[src/rtl/bip_pkg.sv]
// Shared encodings for the BIP control unit: opcodes, accumulator-source selects,
// run-FSM states and the decoded control bundle.
package bip_pkg;

  localparam logic [4:0] OP_HLT  = 5'b00000;
  localparam logic [4:0] OP_STO  = 5'b00001;
  localparam logic [4:0] OP_LD   = 5'b00010;
  localparam logic [4:0] OP_LDI  = 5'b00011;
  localparam logic [4:0] OP_ADD  = 5'b00100;
  localparam logic [4:0] OP_ADDI = 5'b00101;
  localparam logic [4:0] OP_SUB  = 5'b00110;
  localparam logic [4:0] OP_SUBI = 5'b00111;

  localparam logic [1:0] SELA_RAM = 2'b00;
  localparam logic [1:0] SELA_IMM = 2'b01;
  localparam logic [1:0] SELA_ALU = 2'b10;

  typedef enum logic [1:0] {
    ST_IDLE = 2'd0,
    ST_RUN  = 2'd1,
    ST_HALT = 2'd2
  } state_t;

  typedef struct packed {
    logic [1:0] sel_a;
    logic       sel_b;
    logic       wr_acc;
    logic       wr_ram;
    logic       rd_ram;
    logic       illegal;
    logic       halt;
  } dec_t;

endpackage

[src/rtl/bip_decoder.sv]
// Opcode decoder: pure combinational map from opcode to datapath controls.
// Zero latency; no flow control.
module bip_decoder
  import bip_pkg::*;
#(
  parameter int NB_OPCODE = 5
) (
  input  logic [NB_OPCODE-1:0] opcode,
  output dec_t                 dec
);

  always_comb begin
    dec = '0;
    case (opcode)
      NB_OPCODE'(OP_HLT):  dec.halt = 1'b1;
      NB_OPCODE'(OP_STO):  dec.wr_ram = 1'b1;
      NB_OPCODE'(OP_LD): begin
        dec.rd_ram = 1'b1;
        dec.sel_a  = SELA_RAM;
        dec.wr_acc = 1'b1;
      end
      NB_OPCODE'(OP_LDI): begin
        dec.sel_a  = SELA_IMM;
        dec.wr_acc = 1'b1;
      end
      NB_OPCODE'(OP_ADD), NB_OPCODE'(OP_SUB): begin
        dec.rd_ram = 1'b1;
        dec.sel_a  = SELA_ALU;
        dec.sel_b  = 1'b0;
        dec.wr_acc = 1'b1;
      end
      NB_OPCODE'(OP_ADDI), NB_OPCODE'(OP_SUBI): begin
        dec.sel_a  = SELA_ALU;
        dec.sel_b  = 1'b1;
        dec.wr_acc = 1'b1;
      end
      // Undefined opcodes run as a NOP but are flagged.
      default: dec.illegal = 1'b1;
    endcase
  end

endmodule

[src/rtl/bip_control.sv]
// BIP control unit: PC, run FSM, executed-instruction counter and decode gating.
// One instruction per cycle; controls are combinational from i_instr, state commits on the edge.
module bip_control
  import bip_pkg::*;
#(
  parameter int NB_PC            = 11,
  parameter int NB_OPCODE        = 5,
  parameter int NB_OPERANDO      = 11,
  parameter int NB_INSTR         = 16,
  parameter int NB_DECODER_SEL_A = 2,
  parameter int NB_CYC           = 16
) (
  input  logic                        i_clk,
  input  logic                        i_rst,
  input  logic                        i_start,
  input  logic [NB_INSTR-1:0]         i_instr,
  output logic [NB_PC-1:0]            o_pc,
  output logic [NB_OPERANDO-1:0]      o_operando,
  output logic [NB_OPCODE-1:0]        o_op,
  output logic [NB_DECODER_SEL_A-1:0] o_selA,
  output logic                        o_selB,
  output logic                        o_wrAcc,
  output logic                        o_wr_ram,
  output logic                        o_rd_ram,
  output logic                        o_halted,
  output logic                        o_illegal,
  output logic [NB_CYC-1:0]           o_cycles
);

  localparam logic [NB_PC-1:0]  PC_ONE  = NB_PC'(1);
  localparam logic [NB_CYC-1:0] CYC_ONE = NB_CYC'(1);

  state_t                state;
  logic [NB_PC-1:0]      pc;
  logic [NB_CYC-1:0]     cycles;
  logic                  halted;
  logic                  illegal;
  logic                  run;
  logic [NB_OPCODE-1:0]  opcode;
  dec_t                  dec;

  assign opcode = i_instr[NB_INSTR-1 -: NB_OPCODE];
  assign run    = (state == ST_RUN);

  bip_decoder #(
    .NB_OPCODE (NB_OPCODE)
  ) u_dec (
    .opcode (opcode),
    .dec    (dec)
  );

  // Outside RUN every control output is forced low so memory stays untouched.
  always_comb begin
    o_op       = '0;
    o_operando = '0;
    o_selA     = '0;
    o_selB     = 1'b0;
    o_wrAcc    = 1'b0;
    o_wr_ram   = 1'b0;
    o_rd_ram   = 1'b0;
    if (run) begin
      o_op       = opcode;
      o_operando = i_instr[NB_OPERANDO-1:0];
      o_selA     = NB_DECODER_SEL_A'(dec.sel_a);
      o_selB     = dec.sel_b;
      o_wrAcc    = dec.wr_acc;
      o_wr_ram   = dec.wr_ram;
      o_rd_ram   = dec.rd_ram;
    end
  end

  always_ff @(posedge i_clk) begin
    if (!i_rst) begin
      state   <= ST_IDLE;
      pc      <= '0;
      cycles  <= '0;
      halted  <= 1'b0;
      illegal <= 1'b0;
    end else begin
      case (state)
        ST_IDLE: begin
          if (i_start) state <= ST_RUN;
        end
        ST_RUN: begin
          if (cycles != '1) cycles <= cycles + CYC_ONE;
          if (dec.illegal)  illegal <= 1'b1;
          // HLT parks the PC on its own address.
          if (dec.halt) begin
            state  <= ST_HALT;
            halted <= 1'b1;
          end else begin
            pc <= pc + PC_ONE;
          end
        end
        ST_HALT: state <= ST_HALT;
        default: state <= ST_IDLE;
      endcase
    end
  end

  assign o_pc      = pc;
  assign o_cycles  = cycles;
  assign o_halted  = halted;
  assign o_illegal = illegal;

endmodule
[config.mk]
export PLATFORM = sky130hd
export DESIGN_NAME = bip_control
export DESIGN_NICKNAME = d
export VERILOG_FILES = /design/src/rtl/bip_pkg.sv /design/src/rtl/bip_decoder.sv /design/src/rtl/bip_control.sv
export SDC_FILE = /design/constraint.sdc
export NUM_CORES = 1
export LEC_CHECK = 0
export ABC_AREA = 1
export CELL_PAD_IN_SITES_DETAIL_PLACEMENT = 1
export CELL_PAD_IN_SITES_GLOBAL_PLACEMENT = 2
export CORE_ASPECT_RATIO = 1.4
export CORE_UTILIZATION = 22
export DETAILED_ROUTE_END_ITERATION = 8
export GPL_TIMING_DRIVEN = 0
export PLACE_DENSITY = 0.87
export SETUP_SLACK_MARGIN = 0.5
export SYNTH_ARGS = -nofsm -noshare
export SYNTH_HDL_FRONTEND = slang
export SYNTH_SLANG_ARGS = --single-unit
export TNS_END_PERCENT = 1
[constraint.sdc]
create_clock -name i_clk -period 1.8 [get_ports i_clk]
set_input_delay 0.54 -clock i_clk [delete_from_list [all_inputs] [get_ports i_clk]]
set_output_delay 0.54 -clock i_clk [all_outputs]
set_load 0.02 [all_outputs]
Word-level counts from Yosys, hierarchy flattened --
Cells that the tools add are included.
Word-level totals: flip-flop bits (word level) 31, bits of input ports 19, word-level logic and storage cells 49
Operators by class: $add $sub $neg 2, equal/unequal tests 12, mux-type cells 16, bitwise logic cells 2, reduce and logical (&&, ||, !) cells 12
Operators by type and width (number):
- equality test 5 x 3 -> 1 bit, second input constant | 4
- adder 16 x 1 -> 16 bit, second input constant | 1
- inequality test 16 bit, second input constant | 1
- adder 11 x 1 -> 11 bit, second input constant | 1
- two-way mux 11 bit | 1
- equality test 5 x 2 -> 1 bit, second input constant | 2
- AND reduction 2 bit | 5
- two-way mux 1 bit | 9
- OR reduction 8 bit | 1
- two-way mux 2 bit | 3
- one-hot mux 2 bit (3 select lines) | 1
- OR reduction 6 bit | 1
- equality test 5 x 1 -> 1 bit, second input constant | 1
- zero test 5 bit | 1
- two-way mux 5 bit | 1
- one-hot mux 2 bit (2 select lines) | 1
- OR reduction 4 bit | 1
- OR reduction 3 bit | 1
- equality test 2 x 1 -> 1 bit, second input constant | 1
- equality test 2 bit, second input constant | 1
- zero test 2 bit | 1
- inequality test 2 x 1 -> 1 bit, second input constant | 1
- inequality test 2 bit, second input constant | 1
- inverter 1 bit | 2
- OR reduction 2 bit | 1

Depth between registers and ports, before layout --
Gate-level depths: netlist of the first run.
depth in word-level cells 4, gate-level depth with buffers 9

By module --
A second synthesis of the first run with hierarchy kept.
Second synthesis, totals: cell total of the unflattened synthesis 305, area, all modules 1868.0 um2
Modules (own cells, without submodules):
- bip_control | times used 1, cells an instance 285, area an instance 1789.2 um2, sequential area each 620.6 um2
- bip_decoder | times used 1, cells an instance 20, area an instance 78.8 um2, sequential area each 0.0 um2

Least setup slack after synthesis of the first run --
OpenSTA, ideal clock, no wires.
kind reg-to-output, from register state[1], to output o_selA[0], data arrival time 1.601 ns, required time 1.260 ns, setup slack -0.341 ns, stages on the path, launching flop included 6, path through dfxtp_1 inv_1 ha_1 buf_2 nand2_1 nor4b_1
On the way: cells in the longest elaborated chain, start to end 2
Ends and longest elaborated chain:
- start: declaration | line bip_control.sv:33 | state_t state;
- start signal: assignment | line bip_control.sv:74 | state <= ST_IDLE;
- start signal: assignment | line bip_control.sv:82 | if (i_start) state <= ST_RUN;
- start signal: assignment | line bip_control.sv:89 | state <= ST_HALT;
- equality test 2 x 1 -> 1 bit | line bip_control.sv:43 | assign run = (state == ST_RUN);
- two-way mux 2 bit | line bip_control.sv:61 | if (run) begin
- end: declaration | line bip_control.sv:20 | output logic [NB_DECODER_SEL_A-1:0] o_selA,
No other way between the ends.

Final worst setup path of the first run --
Same ends and word-level chain as after synthesis.

==> key figures, run 1 <==
Hold path
  • Hold path depth: 2
  • Worst Hold Class: flip-flop to flip-flop

GRT
  • Largest net degree at the start of global routing: 11
  • Met3 global-route usage: 0.02562
  • Grt total ovfl: 0
  • Vias in the first global route: 2194
  • Gr usage total: 0.1482
  • Initial antenna violation count: 0
  • Grt met2 use: 0.2946
  • GR peak layer: met2
  • Global-route wire length before repair: 10260 um
  • Met1 Use GR: 0.1503

STA
  • Final setup violation count: 20
  • Worst Skew: 5.300 ps
  • Final hold violation count: 0
  • Unrepaired setup endpoints after global routing: yes
  • Max Clk Rate: 512.2 MHz
  • Final hold slack: 457.8 ps
  • Slew headroom: 0.7126
  • Worst setup margin: -152.6 ps
  • Worst-margin pin slew: 431.1 ps
  • Setup TNS: -1582 ps
  • Tcrit/Tclk final: 1.085
  • Minimum clock period: 1953 ps
  • Final slew viol count: 0

Clocking
  • Clock slew at reported path FFs: 60 ps
  • CTS Root Cell: clkbuf_16
  • Later-pin clock latency in the skew report: 280 ps
  • Clk sink count: 31
  • H-tree depth: 2
  • CTS tree: built
  • Clk buf depth: 2
  • CTS buffer count: 5

Setup path
  • CP max FO: 5
  • Crit path capture type: output pin
  • Worst Path Required: 1260 ps
  • Worst r2r path cells: 8
  • WS Path Type: flip-flop to output pin
  • Crit path DAT: 1410 ps
  • Type of origin of the critical path: flip-flop

Pwr
  • Worst IR Drop VDD: 0.4202 mV
  • Switch share: 0.3446
  • Comb power frac: 0.403
  • Reg power frac: 0.275
  • Int Power: 2042 uW
  • Switch Pwr: 1074 uW
  • Clock power share: 0.322
  • Power per cell area: 938.4 nW/um2
  • Lkg Pwr: 0.001518 uW

Final layout
  • Share of cells above drive strength 1: 0.4714
  • Diodes inserted: 0
  • Layout Cells excl Fill: 486
  • Final Cell Area: 3321 um2
  • Layout area overhead: 79.08%
  • Commonest non-fill, non-tap cell in the layout: nand2_1
  • Most frequent cells in the layout: nand2_1, nor2_1, buf_6
  • Layout Nets: 407
  • Fillers: 981

Synthesis
  • Cell area after synthesis: 1854 um2
  • Cells after Synth: 302
  • Sequential share of the synthesized area: 0.3347
  • Dominant cells by area after synthesis: dfxtp_1, nand2_1, nor2_1, inv_1, nand3_1
  • Leading area contributor after synthesis: dfxtp_1
  • Post-synth top area share: 0.3347
  • Synth Register Bits: 31
  • Synthesized area per cell: 6.140 um2
  • Synth warn: 0
  • Synth unique cells: 27
  • Net count after synthesis: 326

Detailed routing
  • WL per Instance: 12.47 um
  • Drc violations: 0
  • ANT nets after route: 0
  • Final wirelength: 6061 um
  • First-pass detailed-route iteration total: 4
  • Vias per cell: 4.426
  • Via count: 2151
  • DRT iter0 DRCs: 41

Flow run
  • MaxCap Viol Count: 0

Placed design
  • Placer Congestion: 0.7163
  • Worst slack at placement: -957.3 ps
  • Final HPWL DP: 4615 um
  • PortBufs: 68
  • Placed cell count: 472
  • Post-DP Area: 2768 um2

Run status
  • Run status: complete, but fails checks
  • Failing checks: negative setup slack

Floorplan
  • Die area: 8805 um2
  • Initial Util: 0.2275
  • Core Area: 8149 um2
  • Die height: 110.6 um
  • DIE WIDTH: 79.59 um
  • IO Count: 70
  • Cell row count: 39
## worst max-delay path, cell delays in order (launching register included)
cell	delay [ps]
dfxtp_2	320
inv_2	70
ha_4	150
buf_12	120
nand2_4	50
nor4b_4	230
buf_4	180
## synth_stat cells
library cell / number
buf_1: 1
nor3b_1: 1
nand3_1: 18
and3b_1: 1
buf_6: 1
nor2_2: 10
inv_2: 4
nand3_2: 2
inv_1: 38
nand2_4: 1
dfxtp_1: 31
nand2_1: 91
nand2_2: 2
ha_1: 5
o31ai_1: 1
nor2_8: 1
nor4_1: 1
or2_1: 1
buf_2: 4
nor2_1: 58
nor4b_1: 1
nor2_4: 2
o21ai_0: 5
nand4_1: 1
nor3_1: 5
a21oi_1: 15
clkbuf_1: 1
## stage by stage
stage | utilization | power [uW]
finish | 0.4075 | 3116
global route | 0.4075 | 3295
detailed placement | 0.3396 | 1885
global placement | 0.3396 | 1857
CTS | 0.3946 | 3101
floorplan | - | 1446
## cells by family after synthesis
group,after synthesis,share of synthesized area
compound gates,21,0.05803
fa+ha+maj,5,0.03374
buf+inv,49,0.1059
flops,31,0.3347
simple gates,196,0.4676
## final cells by class
type                    instances  area [um2]  area share
inverters                      42       162.7     0.04898
clock buffers                   6       138.9     0.04182
repair buffers                 74       748.2      0.2253
well taps                     102       127.6     0.03843
multi-input cells             222        1328      0.3998
clock inverters                 2       35.03     0.01055
plain buffers                   7       67.56     0.02035
flip-flops and latches         31       713.2      0.2148
## per-layer routing
metal  wire length [um]  up-vias
met4                145        0
met1               2194     1016
met2               3554       33
met3                166       10
met5                  0        -
li1                   -     1092
## flip-flops by register name, indices dropped and copies added, names as in the netlist
signal,flops
o_cycles,16
o_pc,11
state,2
o_halted,1
o_illegal,1
## repair_timing
action                     CTS  global route
cloned                       1             0
setup endpoints to repair   82            80
hold buffers                 0             0
setup buffers                3             2
gates resized for setup    385            39
pin swaps                   25            20
## power by group through the flow
stage / Sequential (uW) / Combinational (uW) / Clock (uW)
finish: 857 / 1260 / 1000
global route: 869 / 1370 / 1050
CTS: 856 / 1220 / 1030
detailed placement: 848 / 1040 / 0
global placement: 845 / 1010 / 0
floorplan: 887 / 558 / 0
## path summary, 6_finish.rpt
check	slack [ps]	startpoint	to
worst max-delay path	-150	state[1]	o_selA[0]
worst min-delay path	460	o_illegal	o_illegal
worst max register to register	340	o_cycles[0]	o_cycles[1]
worst min register to register	460	o_illegal	o_illegal
Power figures use the tool's default switching activity.
==> run 2: changes to the inputs <==
--- a/config.mk
+++ b/config.mk
@@ -6,15 +6,16 @@
 export NUM_CORES = 1
 export LEC_CHECK = 0
 export ABC_AREA = 1
+export CAP_MARGIN = 20
 export CELL_PAD_IN_SITES_DETAIL_PLACEMENT = 1
 export CELL_PAD_IN_SITES_GLOBAL_PLACEMENT = 2
 export CORE_ASPECT_RATIO = 1.4
 export CORE_UTILIZATION = 22
 export DETAILED_ROUTE_END_ITERATION = 8
-export GPL_TIMING_DRIVEN = 0
 export PLACE_DENSITY = 0.87
 export SETUP_SLACK_MARGIN = 0.5
 export SYNTH_ARGS = -nofsm -noshare
 export SYNTH_HDL_FRONTEND = slang
+export SYNTH_HIERARCHICAL = 1
 export SYNTH_SLANG_ARGS = --single-unit
 export TNS_END_PERCENT = 1
==> run 2 against run 1 <==
Against the previous run:
- critical path type unchanged
- via count rose by 3.8%
- combinational power up 30%
- clock-buffer cell count stayed put
- critical endpoint unchanged
- utilization grew 3.3 points
- fmax up 6.9%
- area after synthesis grew 0.74%
- the flow still finishes with violations (negative setup slack)
- global-route usage rose by 0.18 points
- highest routed layer unchanged
==> key figures, run 2 <==
Clocking
  • Clk sink count: 31
  • Later-pin clock latency in the skew report: 280 ps
  • CTS Root Cell: clkbuf_16
  • CTS buffer count: 5
  • CTS tree: built
  • Clock slew at reported path FFs: 50 ps
  • H-tree depth: 2
  • Clk buf depth: 2

Floorplan
  • Core Area: 8198 um2
  • DIE WIDTH: 79.88 um
  • Cell row count: 39
  • IO Count: 70
  • Die height: 111.0 um
  • Die area: 8869 um2
  • Initial Util: 0.2279

Synthesis
  • Net count after synthesis: 329
  • Synth Register Bits: 31
  • Sequential share of the synthesized area: 0.3322
  • Cell area after synthesis: 1868 um2
  • Post-synth top cells: nand2_1, nor2_1, inv_1, dfxtp_1
  • Most frequent cell after synthesis: nand2_1
  • Synthesized area per cell: 6.125 um2
  • Synth async-reset ratio: 0
  • Post-synth top area share: 0.3322
  • EDFF count, synth: 0
  • Leading area contributor after synthesis: dfxtp_1
  • Top FF cell, synth: dfxtp_1
  • Cells after Synth: 305
  • Dominant cells by area after synthesis: dfxtp_1, nand2_1, nor2_1, inv_1, a21oi_1
  • Synth unique cells: 21
  • Synth warn: 6

Detailed routing
  • DRT iter0 DRCs: 52
  • Vias per cell: 4.431
  • Via count: 2233
  • WL per Instance: 13.04 um
  • ANT nets after route: 0
  • Final wirelength: 6570 um
  • Drc violations: 0
  • First-pass detailed-route iteration total: 3

Setup path
  • WS Path Type: flip-flop to output pin
  • Worst r2r path cells: 11
  • Worst Path Required: 1260 ps
  • Cell family with the largest share of critical-path delay: buffers and inverters
  • CP cell instances: inv_2, ha_4, buf_12, buf_16, nand2_2, inv_2, buf_6
  • Worst path bufs/invs: 5
  • Type of origin of the critical path: flip-flop
  • Setup slack, reg-to-reg: 110 ps
  • Crit path DAT: 1290 ps
  • Worst R2R Start: state[1]
  • CP most frequent cell: inv_2
  • Slowest stage delay, CP: 320 ps
  • CP max-delay cell: dfxtp_2
  • CP max FO: 6
  • Worst R2R End: o_pc[3]
  • Crit path capture type: output pin

STA
  • Final slew viol count: 0
  • Setup TNS: -211.5 ps
  • Final setup violation count: 10
  • Worst setup margin: -27.07 ps
  • Final hold slack: 470.7 ps
  • Final hold violation count: 0
  • Max Clk Rate: 547.3 MHz
  • Slew headroom: 0.7516
  • Worst-margin pin slew: 371.9 ps
  • Minimum clock period: 1827 ps
  • Unrepaired setup endpoints after global routing: yes
  • Tcrit/Tclk final: 1.015
  • Worst Skew: 3.382 ps

GRT
  • Vias in the first global route: 2378
  • Initial antenna violation count: 0
  • Global-route wire length before repair: 10470 um
  • Largest net degree at the start of global routing: 21
  • Gr usage total: 0.1499
  • Grt total ovfl: 0

Final layout
  • Multi-input combinational cell area: 1371 um2
  • Commonest non-fill, non-tap cell in the layout: buf_6
  • Fillers: 1021
  • Layout area overhead: 93.50%
  • Layout Nets: 425
  • Most frequent cells in the layout: buf_6, nand2_1, nor2_1
  • Diodes inserted: 0
  • Final Cell Area: 3615 um2
  • Share of cells above drive strength 1: 0.5721
  • Max FFs per register: 16
  • Sequential cell area: 701.9 um2

Hold path
  • Worst Hold Class: flip-flop to flip-flop
  • Hold path start: o_halted
  • Hold EP: o_halted
  • Hold path depth: 2

Placed design
  • Final HPWL DP: 4682 um
  • Placer Congestion: 0.7306
  • Worst slack at placement: -837.6 ps
  • PortBufs: 69
  • Post-DP Area: 2849 um2

Pwr
  • Worst IR Drop VDD: 0.5487 mV
  • Lkg Pwr: 0.001756 uW
  • Power per cell area: 960.3 nW/um2

Flow run
  • MaxCap Viol Count: 0

Run status
  • Failing checks: negative setup slack
  • Run status: complete, but fails checks
-- run 2: cell types whose count changed in the layout (fill, tap and decap cells not counted), moves of 6 or more --
cell,delta
clkdlybuf4s50_1,-7
nand2_4,+10
nand2_2,+8
nand3_2,+8
nand2_1,-30
dfxtp_2,+6
inv_2,+14
dlygate4sd2_1,+8
buf_6,+16
-- run 2: metal layers --
layer,up-vias,part of all wire,routed length (um),track usage
li1,1124,-,-,-
met2,53,0.56,3657,0.2963
met1,1048,0.38,2499,0.1450
met5,-,0,0,0
met3,8,0.043,284,0.02881
met4,0,0.019,128,0.05952
-- run 2: how the worst max path moves through the flow --
| stage | from | end | slack, ps | cells after the start |
|---|---|---|---|---|
| 2_1_floorplan | i_instr[14] | o_rd_ram | 310 | 5 |
| 3_3_place_gp | i_instr[14] | o_selA[0] | -800 | 7 |
| 3_5_place_dp | i_instr[14] | o_rd_ram | -840 | 7 |
| 4_1_cts | state[1] | o_rd_ram | -30 | 7 |
| 5_1_grt | state[1] | o_selA[1] | -70 | 7 |
| 6_report | state[1] | o_selA[0] | -30 | 7 |
-- run 2: cells by family after synthesis --
kind of cell | count (synthesis) | share of synthesized area
AO/OA/AOI/OAI | 31 | 0.08440
buffers and inverters | 61 | 0.1313
adder cells (fa/ha/maj) | 5 | 0.03349
flip-flops | 31 | 0.3322
AND/OR/NAND/NOR | 177 | 0.4186
-- run 2: worst min-delay path, cell delays in order, from the launching register on --
cell     delay, ps
dfxtp_2        330
a21oi_1         40
nor2_1          70
-- run 2: through the flow --
stage	cells	total power, uW	utilization
finish	504	3471	0.4409
global route	504	3666	0.4409
CTS	503	3433	0.4103
detailed placement	491	1968	0.3475
global placement	491	1919	0.3475
floorplan	305	1457	-
-- run 2: area by class of cell --
cell class | count | share of cell area
sequential | 31 | 0.1942
clock inverter | 2 | 0.009692
timing repair buffer | 96 | 0.2849
inverter | 54 | 0.05815
clock buffer | 6 | 0.03842
tap | 102 | 0.03531
multi-input combinational | 213 | 0.3794
-- run 2: where the power goes --
part | leakage, uW | internal, uW | switching (uW) | total (uW)
sequential | 0.000271 | 753 | 84.6 | 838
clock | 0.0000868 | 687 | 308 | 996
combinational | 0.00140 | 795 | 843 | 1640
total | 0.00176 | 2240 | 1240 | 3470
-- run 2: repair_timing --
item / in CTS / in global routing
setup endpoints to repair: 82 / 81
gates resized for setup: 418 / 79
pin swaps: 21 / 53
buffers inserted: 2 / 1
gates cloned: 2 / 0
endpoints found under the hold margin: 0 / 0
hold buffers: 0 / 0
==> run 3: changes to the inputs <==
==> constraint.sdc (replaced) <==
create_clock -name i_clk -period 1.8 [get_ports i_clk]
set_input_delay 0.54 -clock i_clk [delete_from_list [all_inputs] [get_ports i_clk]]
set_output_delay 0.54 -clock i_clk [all_outputs]
set_load 0.05 [all_outputs]
==> run 3 against run 2 <==
Against the previous run:
- the flow still finishes with violations (negative setup slack)
- non-clock buffer count decreased by 2
- design area increased by 12%
- clock power decreased by 11%
- highest routed layer unchanged
==> key figures, run 3 (synthesized netlist as in run 2, its figures left out) <==
Run status
  • Run status: complete, but fails checks
  • Failing checks: negative setup slack

GRT
  • Initial antenna violation count: 0
  • Vias in the first global route: 2467
  • Grt total ovfl: 0
  • Largest net degree at the start of global routing: 22
  • Gr usage total: 0.1718
  • Global-route wire length before repair: 11750 um

Flow run
  • MaxCap Viol Count: 0

Clocking
  • Later-pin clock latency in the skew report: 280 ps
  • H-tree depth: 2
  • Cts-stage hold buffer count: 0
  • CTS buffer count: 5
  • Clock slew at reported path FFs: 50 ps
  • CTS Root Cell: clkbuf_16
  • Clk sink count: 31
  • Clk buf depth: 2
  • CTS tree: built

Final layout
  • Layout area overhead: 117.5%
  • Most frequent cells in the layout: nand2_1, buf_12, nor2_1
  • Final Cell Area: 4064 um2
  • Fillers: 944
  • Layout Cells excl Fill: 502
  • Layout Nets: 423
  • Max FFs per register: 16
  • Share of cells above drive strength 1: 0.5425
  • Diodes inserted: 0

STA
  • Worst setup margin: -91.72 ps
  • Final hold violation count: 0
  • Minimum clock period: 1892 ps
  • Unrepaired setup endpoints after global routing: yes
  • Setup TNS: -1553 ps
  • Max Clk Rate: 528.6 MHz
  • Tcrit/Tclk final: 1.051
  • Final slew viol count: 0
  • Worst Skew: 5.273 ps
  • Worst-margin pin slew: 367.7 ps
  • Final setup violation count: 22
  • Slew headroom: 0.7544

Detailed routing
  • ANT nets after route: 0
  • WL per Instance: 13.51 um
  • Vias per cell: 4.482
  • First-pass detailed-route iteration total: 4
  • Drc violations: 0
  • Via count: 2250
  • DRT iter0 DRCs: 37
  • Final wirelength: 6781 um

Floorplan
  • Die height: 111.0 um
  • Initial Util: 0.2279
  • Cell row count: 39
  • DIE WIDTH: 79.88 um
  • Die area: 8869 um2
  • IO Count: 70
  • Core Area: 8198 um2

Placed design
  • Placed cell count: 489
  • Worst slack at placement: -488.9 ps
  • Post-DP Area: 3587 um2
  • Final HPWL DP: 5151 um
  • Placer Congestion: 0.8211
  • PortBufs: 69

Setup path
  • Type of origin of the critical path: input port
  • Crit path capture type: output pin
  • Crit path DAT: 1350 ps
  • CP max FO: 1
  • Worst Path Required: 1260 ps
  • WS Path Type: input port to output pin

Pwr
  • Switch Pwr: 1644 uW
  • Clock power share: 0.220
  • Worst IR Drop VDD: 0.5226 mV
  • Int Power: 2384 uW
  • Power per cell area: 991.1 nW/um2
  • Switch share: 0.4081
  • Comb power frac: 0.570
  • Reg power frac: 0.210
  • Lkg Pwr: 0.001677 uW

Hold path
  • Worst Hold Class: flip-flop to flip-flop
-- run 3: cell types whose count changed in the layout (fill, tap and decap cells not counted), moves of 6 or more --
| cell | before | now |
|---|---|---|
| clkinvlp_4 | 0 | 20 |
| clkdlybuf4s50_1 | 5 | 11 |
| dfxtp_2 | 14 | 7 |
| dlygate4sd2_1 | 8 | 2 |
| buf_12 | 4 | 52 |
| dfxtp_4 | 17 | 24 |
| buf_6 | 54 | 3 |
| inv_2 | 26 | 10 |
| nand2_2 | 17 | 9 |
-- run 3: layout make-up --
cell class              count  area (um2)  share of cell area
clock buffers               8       156.4             0.03849
inverters                  54       277.8             0.06835
multi-input cells         213        1338              0.3291
flip-flops and latches     31       719.4              0.1770
well taps                 102       127.6             0.03140
repair buffers             94        1445              0.3556
-- run 3: routing by layer --
layer	up-vias	part of all wire	global-route usage
met5	-	0	0
met2	53	0.58	0.3396
li1	1124	-	-
met1	1064	0.35	0.1648
met3	9	0.049	0.03457
met4	0	0.017	0.06905
-- run 3: worst paths after layout --
kind,from,to,cells past startpoint,slack [ps]
worst max register to register,state[1],o_pc[5],9,120
worst min-delay path,o_halted,o_halted,2,490
worst min register to register,o_halted,o_halted,2,490
worst max-delay path,i_instr[2],o_operando[2],4,-90
-- run 3: per-stage QoR --
step / power (uW) / utilization / hold slack [ps]
after global routing: 4231 / 0.4957 / 517.8
after global placement: 2860 / 0.4376 / 454.8
after detailed placement: 2922 / 0.4376 / 468.3
after CTS: 4080 / 0.4933 / 490.4
after floorplan: 2043 / - / 482.0
final: 4028 / 0.4957 / 485.5
-- run 3: critical path, stage by stage --
cell and delay [ps]:
clkdlybuf4s50_1 470, nand2_4 100, clkinvlp_4 90, buf_12 150
-- run 3: what timing repair did --
action	CTS	global route
pin swaps	29	30
resized for setup	119	11
endpoints found under the setup margin	82	80
cloned	2	0
buffers inserted	3	0
-- run 3: power groups by stage --
stage          Clock (uW)  Combinational [uW]  Sequential (uW)
2_1_floorplan           0                1070              969
3_3_place_gp            0                2010              850
3_5_place_dp            0                2070              853
4_1_cts               914                2320              846
5_1_grt               942                2430              861
6_report              885                2300              845
